## src/rtl/fetch_stage.sv

```systemverilog
// Fetch stage of the 2-stage pipeline: program counter, ROM addressing and the
// instruction register feeding the execute stage, with JMP/JNC redirect and bubble.
module fetch_stage #(
  parameter int PC_WIDTH  = 4,
  parameter int RESET_PC  = 0,
  parameter int CNT_WIDTH = 8
) (
  input  logic                 clock,
  input  logic                 reset,
  input  logic                 stall,
  input  logic                 carry_flag,
  output logic [PC_WIDTH-1:0]  rom_addr,
  input  logic [7:0]           rom_data,
  output logic [7:0]           D_BUS,
  output logic                 ir_valid,
  output logic [PC_WIDTH-1:0]  pc_dbg,
  output logic [CNT_WIDTH-1:0] fetch_count
);

  localparam logic [PC_WIDTH-1:0] PC_RST   = PC_WIDTH'(RESET_PC);
  localparam logic [7:0]          BUBBLE   = 8'h00;
  localparam logic [2:0]          OP_JUMPS = 3'b111;

  logic [PC_WIDTH-1:0]  pc_q, pc_d;
  logic [7:0]           ir_q, ir_d;
  logic                 vld_q, vld_d;
  logic [PC_WIDTH-1:0]  pc_dbg_q, pc_dbg_d;
  logic [CNT_WIDTH-1:0] cnt_q, cnt_d;
  logic                 jmp_slot;
  logic                 taken;

  // Immediate field is 4 bits; the size cast zero-extends or truncates to PC_WIDTH.
  function automatic logic [PC_WIDTH-1:0] jump_target(input logic [3:0] imm);
    return PC_WIDTH'(imm);
  endfunction

  // Opcode 1111 always jumps; 1110 jumps only when carry is clear.
  assign jmp_slot = vld_q & (ir_q[7:5] == OP_JUMPS);
  assign taken    = jmp_slot & (ir_q[4] | ~carry_flag);

  always_comb begin
    pc_d     = pc_q;
    ir_d     = ir_q;
    vld_d    = vld_q;
    pc_dbg_d = pc_dbg_q;
    cnt_d    = cnt_q;
    if (!stall) begin
      if (jmp_slot) begin
        // The word fetched this cycle is dropped; a not-taken jump refetches it.
        if (taken) pc_d = jump_target(ir_q[3:0]);
        ir_d  = BUBBLE;
        vld_d = 1'b0;
      end else begin
        ir_d     = rom_data;
        vld_d    = 1'b1;
        pc_dbg_d = pc_q;
        pc_d     = pc_q + PC_WIDTH'(1);
        cnt_d    = cnt_q + CNT_WIDTH'(1);
      end
    end
  end

  always_ff @(posedge clock or posedge reset) begin
    if (reset) begin
      pc_q     <= PC_RST;
      ir_q     <= BUBBLE;
      vld_q    <= 1'b0;
      pc_dbg_q <= '0;
      cnt_q    <= '0;
    end else begin
      pc_q     <= pc_d;
      ir_q     <= ir_d;
      vld_q    <= vld_d;
      pc_dbg_q <= pc_dbg_d;
      cnt_q    <= cnt_d;
    end
  end

  assign rom_addr    = pc_q;
  assign D_BUS       = ir_q;
  assign ir_valid    = vld_q;
  assign pc_dbg      = pc_dbg_q;
  assign fetch_count = cnt_q;

endmodule

```

## config.mk

```make
export PLATFORM = sky130hd
export DESIGN_NAME = fetch_stage
export DESIGN_NICKNAME = d
export VERILOG_FILES = /design/src/rtl/fetch_stage.sv
export SDC_FILE = /design/constraint.sdc
export NUM_CORES = 1
export LEC_CHECK = 0
export ABC_AREA = 1
export CAP_MARGIN = 20
export CORE_MARGIN = 8
export CORE_UTILIZATION = 46
export DETAILED_ROUTE_END_ITERATION = 12
export GPL_ROUTABILITY_DRIVEN = 0
export PLACE_DENSITY = 0.78
export SLEW_MARGIN = 20
export SYNTH_ARGS = -nofsm -noshare
export SYNTH_HDL_FRONTEND = slang
export SYNTH_SLANG_ARGS = --single-unit
```

## constraint.sdc

```tcl
create_clock -name clock -period 1.3 [get_ports clock]
set_input_delay 0.39 -clock clock [delete_from_list [all_inputs] [get_ports clock]]
set_output_delay 0.39 -clock clock [all_outputs]
set_load 0.03 [all_outputs]
```

==> results_dict.tcl, run 1 <==
set metrics [dict create \
    status "complete, but fails checks" \
    violations "negative setup slack" \
    path_cells "buf_6" \
    ff2ff_path_depth 7 \
    num_vias 1271 \
    postSynthCellCount 152 \
    dpl_cell_area_mm2 0.00164 \
    dieArea_mm2 0.00465 \
    max_freq_ghz 0.756 \
    fin_nets 241 \
    endpoint "D_BUS[5]" \
    hold_viol_final 0 \
    ys.flop_type "dfrtp_1" \
    skew_ps 7.42 \
    drive_gt1_share_pct 35.4 \
    swShare_pct 42.0 \
    cts_buffers 3 \
    grt_pass1_wl_mm 5.54 \
    fin_crit_sh_pct 102 \
    synth_nets 166 \
    cts_tree "built" \
    comb_power_share_pct 56.9 \
    dr.pass1.iters 4 \
    cp_max_fo 3 \
    peakVddDrop_mv 1.37 \
    clock_power_share_pct 10.2 \
    tightest_slew_ps 248 \
    drt_iter0_markers 57 \
    worst_slack_ps -22.1 \
    crit_type "reg -> out" \
    p_switching_mw 1.49 \
    yosysWarnings 0 \
    placed_cells 225 \
    slowest_stage "dfrtp_1" \
    grt-ovfl-total 0 \
    async_flop_share_pct 100 \
    r2r_start "D_BUS[7]$_DFFE_PP0N_" \
    dpl.hpwl_mm 2.39 \
    drt-total-wl_mm 3.56 \
    reg2reg_slack_ps 60 \
    grt_max_degree 26 \
    clock_sinks 25 \
    antenna_found_initial 0 \
    cts.clk_slew.worst_paths_ps 140 \
    finalSetupViolations 7 \
    die_w_um 68.2 \
    r2r_end "fetch_count[5]$_DFFE_PP0P_" \
    rsz0062_at_grt "yes" \
    io_pins 37 \
    hold_buffers 0 \
    arrival_ps 930 \
    crit_start "D_BUS[5]$_DFFE_PP0N_" \
    relSlewSlack_pct 83.4 \
    synth-seq-area-share_pct 49.9 \
    chipHeight_um 68.2 \
    start_kind "flop" \
    area_growth_pct 59.9 \
    p_per_area_mw_per_mm2 1770 \
    drv_cap 0 \
    path_depth 1 \
    syn-mean-instance-area_um2 8.25 \
    ant_nets 0 \
    drc_errors 0 \
    p_leak_nw 1.10 \
    synth_edf_count 0 \
    start_util_pct 47.1 \
    p_seq_share_pct 32.9 \
    antenna_cells 0 \
    endpoint_kind "primary output" \
    ys_ff_latch 25 \
    slowest_delay_ps 450 \
    grt_pass1_vias 1285 \
    htreeDepth 1 \
    min_path_type "in -> async" \
    critPathTopFamily "flip-flops" \
    rows 19 \
    path_buf_inv 1 \
    wl_per_cell_um 13.8 \
    clk_latency_ps 330 \
    root_buffer "clkbuf_4" \
    io_buffer_count 36 \
    core_area_mm2 0.00266 \
    p_int_mw 2.06 \
    grt_use_total_pct 15.6 \
    clock_path_buffers 2 \
    routed_via_density 4.95 \
    fin_cells 257 \
    worst-endpoint-required_ps 910 \
    syn_area_mm2 0.00125 \
    slew_violations 0 \
    synth_cell_type_count 19 \
    design_area_mm2 0.00200 \
    period_needed_ps 1320 \
]
[worst min-delay path by stage]
stage	startpoint	end	slack, ps
final	reset	D_BUS[7]$_DFFE_PP0N_	360
after global routing	reset	D_BUS[7]$_DFFE_PP0N_	380
after CTS	reset	D_BUS[2]$_DFFE_PP0N_	370
after detailed placement	pc_dbg[2]$_DFFE_PP0P_	pc_dbg[2]$_DFFE_PP0P_	480
after global placement	pc_dbg[0]$_DFFE_PP0P_	pc_dbg[0]$_DFFE_PP0P_	470
after floorplan	reset	D_BUS[0]$_DFFE_PP0N_	420
[cell usage after synthesis, types with 2 or more instances]
cell type / count / share of area (%)
nand2_2: 4 / 2.0
dfrtp_1: 25 / 50
xnor2_1: 2 / 1.4
o21ai_0: 6 / 2.4
nor2_8: 2 / 3.2
nand4_1: 3 / 1.5
o21ai_2: 3 / 2.1
nand2_1: 69 / 21
ha_1: 2 / 2.0
nor2_1: 3 / 0.90
nand3_1: 8 / 3.2
inv_1: 17 / 5.1
buf_6: 2 / 1.8
[metal layers]
| metal | track usage, % | part of all wire, % | up-vias | wire length (um) |
|---|---|---|---|---|
| met3 | 5.40 | 7.9 | 7 | 280 |
| met4 | 6.91 | 1.8 | 0 | 64 |
| met1 | 15.6 | 38 | 597 | 1360 |
| li1 | - | - | 620 | - |
| met2 | 28.6 | 52 | 47 | 1860 |
| met5 | 0 | 0 | - | 0 |
[cell families (layout without fill, tap and decap cells)]
group           after synthesis  after routing  synth area share, %
fa+ha+maj                     2              2                 2.00
xor+xnor                      3              3                 2.10
simple gates                 90             91                 32.0
buf+inv                      21             94                 7.78
flops                        25             25                 49.9
compound gates               11             11                 6.19
[power groups by stage]
stage	sequential, mW	combinational [mW]	clock (mW)
after CTS	1.15	1.91	0.366
after global routing	1.19	2.16	0.397
after global placement	1.24	1.37	0
after floorplan	1.62	0.473	0
after detailed placement	1.25	1.40	0
final	1.17	2.02	0.362
[placed cells by master (no fill, tap or decap)]
cell type,synthesis,layout
a21oi_4,1,1
buf_12,0,2
buf_4,1,31
buf_6,2,28
clkbuf_4,0,3
clkdlybuf4s50_1,0,11
clkinv_2,0,1
dfrtp_1,25,23
dfrtp_2,0,2
ha_1,2,2
inv_1,17,17
inv_2,1,1
nand2_1,69,69
nand2_2,4,4
nand2_4,0,1
nand3_1,8,8
nand3b_1,1,1
nand4_1,3,3
nor2_1,3,2
nor2_2,0,1
nor2_8,2,2
o21ai_0,6,6
o21ai_1,1,1
o21ai_2,3,3
xnor2_1,2,2
xor2_1,1,1
[area by class of cell]
cell class | instances | area, um2
sequential | 25 | 628
fill | 190 | 658
tap | 31 | 38.8
multi-input combinational | 107 | 544
clock buffer | 3 | 22.5
clock inverter | 1 | 5.00
inverter | 18 | 67.6
timing repair buffer | 72 | 698
[stage by stage]
stage               setup TNS (ps)  util (%)  worst slack, ps  power (mW)  hold slack, ps
CTS                          -61.6      71.0            -16.7        3.42             367
finish                       -87.3      75.3            -22.1        3.55             358
floorplan                        0         -             32.5        2.09             417
global placement             -4330      61.6             -230        2.61             472
global route                  -546      75.3            -55.0        3.75             382
detailed placement           -5270      61.6             -275        2.65             481
[worst register-to-register path, delay by kind of cell (launching register included)]
kind | cells | cell delay, ps
flip-flops | 1 | 440
AND/OR/NAND/NOR | 6 | 580
buffers and inverters | 1 | 110
[state kept, by name, indices dropped and copies added, names as in the netlist]
signal       flops
fetch_count      8
rom_addr         4
ir_valid         1
D_BUS            8
pc_dbg           4
[timing repair]
action,CTS,global route
endpoints found under the setup margin,27,28
buffers inserted,19,8
gates resized for setup,22,10
gates cloned,0,1
pin swaps,0,4
No activity file was read; power rests on OpenSTA's default activity.
==> run 2: changes to the inputs <==
--- a/config.mk
+++ b/config.mk
@@ -8,10 +8,10 @@
 export ABC_AREA = 1
 export CAP_MARGIN = 20
 export CORE_MARGIN = 8
-export CORE_UTILIZATION = 46
+export CORE_UTILIZATION = 45
 export DETAILED_ROUTE_END_ITERATION = 12
 export GPL_ROUTABILITY_DRIVEN = 0
-export PLACE_DENSITY = 0.78
+export PLACE_DENSITY = 0.77
 export SLEW_MARGIN = 20
 export SYNTH_ARGS = -nofsm -noshare
 export SYNTH_HDL_FRONTEND = slang
==> run 2 against run 1 <==
Net effect: the flow still finishes with violations (negative setup slack); first-iteration DRC count grew 32%; register-to-register slack lost 20 ps; flip-flop and latch count did not move; combinational power about the same; clock-buffer cell count rose by 1; wire length is 1.5% lower; cell count down 1.6%; largest cell class unchanged.
==> results_dict.tcl, run 2 (synthesis gave the netlist of run 1 again) <==
set metrics [dict create \
    io_buffer_count 36 \
    fin_crit_sh_pct 103 \
    cts_tree "built" \
    mostFrequentLayoutCell "nand2_1" \
    clock_path_buffers 2 \
    root_buffer "clkbuf_4" \
    area_growth_pct 56.0 \
    drt-total-wl_mm 3.51 \
    critPathTopFamily "flip-flops" \
    met3_usage_pct 4.36 \
    clk_latency_ps 310 \
    num_vias 1248 \
    crit_start "rom_addr[2]$_DFFE_PP0P_" \
    die_w_um 68.8 \
    chipHeight_um 68.8 \
    path_buf_inv 1 \
    rsz0062_at_grt "yes" \
    slowest_stage "dfrtp_2" \
    worst-endpoint-required_ps 910 \
    grt-ovfl-total 0 \
    grt_pass1_wl_mm 5.60 \
    arrival_ps 950 \
    max_freq_ghz 0.746 \
    antenna_cells 0 \
    total_power_mw 3.55 \
    cts_buffers 3 \
    clock_power_share_pct 9.8 \
    min_path_type "in -> async" \
    core_area_mm2 0.00271 \
    hold_buffers 0 \
    p_per_area_mw_per_mm2 1810 \
    dieArea_mm2 0.00473 \
    relSlewSlack_pct 85.7 \
    wl_per_cell_um 13.9 \
    drive_gt1_share_pct 34.2 \
    dpl.hpwl_mm 2.33 \
    cp_max_fo 5 \
    clock_sinks 25 \
    dp_slack_ps -281 \
    dr.pass1.iters 4 \
    ant_nets 0 \
    finalSetupViolations 2 \
    cts.clk_slew.worst_paths_ps 140 \
    start_util_pct 46.3 \
    grt_pass1_vias 1281 \
    p_int_mw 2.07 \
    status "complete, but fails checks" \
    violations "negative setup slack" \
    peakVddDrop_mv 1.70 \
    tightest_slew_ps 214 \
    io_pins 37 \
    crit_type "reg -> out" \
    skew_ps 3.93 \
    grt_max_degree 26 \
    fin_nets 237 \
    grt_use_total_pct 15.4 \
    drt_iter0_markers 75 \
    hold_slack_ps 377 \
    tns_ps -40.5 \
    period_needed_ps 1340 \
    fin_util_pct 72.2 \
    start_kind "flop" \
    htreeDepth 1 \
    slew_violations 0 \
    p_leak_nw 1.08 \
    p_seq_share_pct 33.1 \
    swShare_pct 41.7 \
    routed_via_density 4.93 \
    p_switching_mw 1.48 \
    comb_power_share_pct 57.0 \
    rows 19 \
    met1_usage_pct 17.6 \
    layout_common_cells "nand2_1 (69), buf_4 (32), buf_6 (24), dfrtp_1 (23), inv_1 (16)" \
    drv_cap 0 \
    reg2reg_slack_ps 40 \
    slowest_delay_ps 480 \
    top_usage_layer "met2" \
    path_cells "buf_6" \
    grt_util_met2_pct 27.1 \
    drc_errors 0 \
    antenna_found_initial 0 \
    endpoint_kind "primary output" \
    worst_slack_ps -40.2 \
    r2r_start "rom_addr[0]$_DFFE_PP0P_" \
    hold_viol_final 0 \
]
run 2: layout make-up:
class | instances | area (um2)
Clock buffer | 4 | 26.3
Tap cell | 31 | 38.8
Timing Repair Buffer | 68 | 641
Fill cell | 212 | 754
Multi-Input combinational cell | 107 | 554
Inverter | 18 | 67.6
Sequential cell | 25 | 628
run 2: path summary, 6_finish.rpt:
check / cells past startpoint / endpoint
worst max-delay path: 1 / rom_addr[2]
worst min-delay path: 3 / D_BUS[0]$_DFFE_PP0N_
worst max register to register: 6 / rom_addr[2]$_DFFE_PP0P_
worst min register to register: 2 / pc_dbg[1]$_DFFE_PP0P_
max in group asynchronous: 3 / rom_addr[0]$_DFFE_PP0P_
min in group clock: 2 / pc_dbg[1]$_DFFE_PP0P_
run 2: per-stage QoR:
| step | cell area [um2] | cells |
|---|---|---|
| floorplan | 1250 | 152 |
| global placement | 1640 | 225 |
| detailed placement | 1640 | 225 |
| CTS | 1820 | 244 |
| global route | 1960 | 253 |
| finish | 1960 | 253 |
run 2: what timing repair did:
item,CTS,global route
pin swaps,0,3
endpoints found under the hold margin,0,0
setup endpoints to repair,22,33
setup buffers,15,8
gates resized for setup,12,19
cloned,0,1
run 2: worst register-to-register path, stage by stage (launching register included):
cell,delay [ps]
dfrtp_2,440
buf_4,150
ha_1,220
xnor2_2,140
o21ai_1,130
nand2_1,70
nand2_1,60
run 2: power groups by stage:
stage / sequential, mW / clock (mW) / combinational (mW)
final: 1.18 / 0.349 / 2.02
after global routing: 1.20 / 0.394 / 2.18
after CTS: 1.14 / 0.357 / 1.75
after detailed placement: 1.24 / 0 / 1.40
after global placement: 1.23 / 0 / 1.37
after floorplan: 1.62 / 0 / 0.473
run 2: layer usage:
layer | vias up | wire length [um]
li1 | 605 | -
met3 | 4 | 276
met5 | - | 0
met4 | 0 | 28
met2 | 42 | 1810
met1 | 597 | 1390
==> RTL change: new RTL, settings of run 1 <==
Reset style: synchronous (`reset`), changed in one clocked block.
--- a/src/rtl/fetch_stage.sv
+++ b/src/rtl/fetch_stage.sv
@@ -62,3 +62,3 @@
 
-  always_ff @(posedge clock or posedge reset) begin
+  always_ff @(posedge clock) begin
     if (reset) begin
Check against the original RTL: differs if reset is asserted again (counterexample within 4 cycles, from zero or initial values and one cycle with reset high); with reset held inactive, the same outputs for 10 cycles.
==> RTL change against run 1 <==
  * Setup slack better by 60 ps
  * Non-clock buffer count down 23
  * Wire length shrank 22%
  * First-iteration DRC count rose by 1.8%
  * Sequential share of layout area up 2.2 points
  * Sequential cell count unchanged
  * Cell area shrank 19%
  * Area after synthesis down 10%
Power is not compared: it rests on default switching activity, and its combinational part moved more than twofold at a synthesized area within 25%.
==> RTL change: results (changes against run 1) <==
* Clock Latency Late Sink at ~320 ps
* Gate Count Post-Synth at 156 (+2.6%)
* Syn Nets at 170 (+2.4%)
* PortBufs at 36 (unchanged)
* Crit path largest cell delay at 390 ps (-60 ps)
* Vias in the first global route at 1,039 (-19%)
* Async S/R FF share, synth at 0 (-1.00)
* Post-DP Area at 0.00150 mm2 (-8.5%)
* Share of cells above drive strength 1 at 0.358 (+0.00386)
* Sequential element share of the synthesized area at 0.445 (-0.0536)
* Outcome: complete, no violations
* Wire per inst at 11.9 um (-14%)
* Pins Over Slew Limit at 0 (unchanged)
* Max FO, Critical Path at 4 (+1)
* Clock skew at 8.13 ps (+0.714 ps)
* Post-synth cell types at 22 (+3)
* CTS Buf Count at 3 (unchanged)
* Dominant synthesized flop cell: dfxtp_1
* # fillers at 218 (+15%)
* Worst hold path type: reg2reg
* Total GRT Usage at 0.129 (-0.0272)
* VDD IR max at 0.816 mV
* Initial antenna violation count at 0 (unchanged)
* Final std cells w/o fill at 234 (-8.9%)
* Worst path slowest cell: dfxtp_4
* HPWL after detailed placement at 2.08 mm (-13%)
* Via count at 1,157 (-9.0%)
* Leak pwr at roughly 0.74 nW
* Commonest cells post-synth: 50 x nand2_1, 25 x dfxtp_1, 18 x a21oi_1
* Antenna Cells at 0 (unchanged)
* First-pass GRT wire length at 4.51 mm (-19%)
* Dpl ws at -276 ps (-1.70 ps)
* Slew HR at 0.788 (-0.0462)
* # nets final at 219 (-9.1%)
* Dominant delay contributor by cell family on the critical path: flip-flops
* Synth warn at 0 (unchanged)
* 1st-iter DRT viols at 58 (+1.8%)
* CTS Buffer Depth at 2 (unchanged)
* Area contributors post-synth: dfxtp_1 45%, nand2_1 17%, a21oi_1 8.0%
* Largest net degree at the start of global routing at 15 (-42%)
* Arr. time, crit path at 870 ps (-60 ps)
* Htree depth at 1 (unchanged)
* Max-Cap Viols at 0 (unchanged)
[RTL change: logic make-up after synthesis]
logic type / count (synthesis) / synth area share
AO/OA/AOI/OAI: 30 / 0.139
XOR/XNOR: 1 / 0.00780
adder cells (fa/ha/maj): 2 / 0.0223
buffers and inverters: 17 / 0.0668
flip-flops: 25 / 0.445
AND/OR/NAND/NOR: 81 / 0.318
[RTL change: where the power goes]
| group | internal (mW) | leakage [nW] | switching [mW] |
|---|---|---|---|
| combinational | 0.136 | 0.504 | 0.168 |
| sequential | 0.799 | 0.216 | 0.0328 |
| clock | 0.115 | 0.0177 | 0.235 |
| total | 1.05 | 0.738 | 0.435 |
[RTL change: worst paths after layout]
path                       start             end  slack, ps  cells past startpoint
setup reg to reg        D_BUS[6]     rom_addr[3]        140                      7
hold / removal    fetch_count[3]  fetch_count[3]        470                      1
hold reg to reg   fetch_count[3]  fetch_count[3]        470                      1
setup / recovery  fetch_count[0]  fetch_count[0]         40                      1
[RTL change: area by class of cell]
cell class              instances  area, um2  share of cell area
multi-input cells             114        551               0.339
flip-flops and latches         25        544               0.335
repair buffers                 49        418               0.258
inverters                      12       45.0              0.0278
well taps                      30       37.5              0.0231
clock buffers                   3       22.5              0.0139
clock inverters                 1       5.00             0.00308
[RTL change: timing repair]
action | in CTS | in global routing
setup endpoints to repair | 8 | 16
gates resized for setup | 12 | 15
setup buffers | 0 | 6
endpoints found under the hold margin | 0 | 0
[RTL change: metal layers]
metal  GRT usage  up-vias  part of all wire
met5           0        -                 0
met4      0.0627        0             0.013
met3      0.0442        4             0.080
met2       0.219       39              0.46
met1       0.141      517              0.45
li1            -      597                 -
[RTL change: through the flow]
step | setup TNS [ps] | total power, mW
6_report | 0 | 1.49
3_3_place_gp | -3620 | 1.14
4_1_cts | 0 | 1.49
3_5_place_dp | -4080 | 1.14
5_1_grt | -5.54 | 1.56
2_1_floorplan | 0 | 1.01
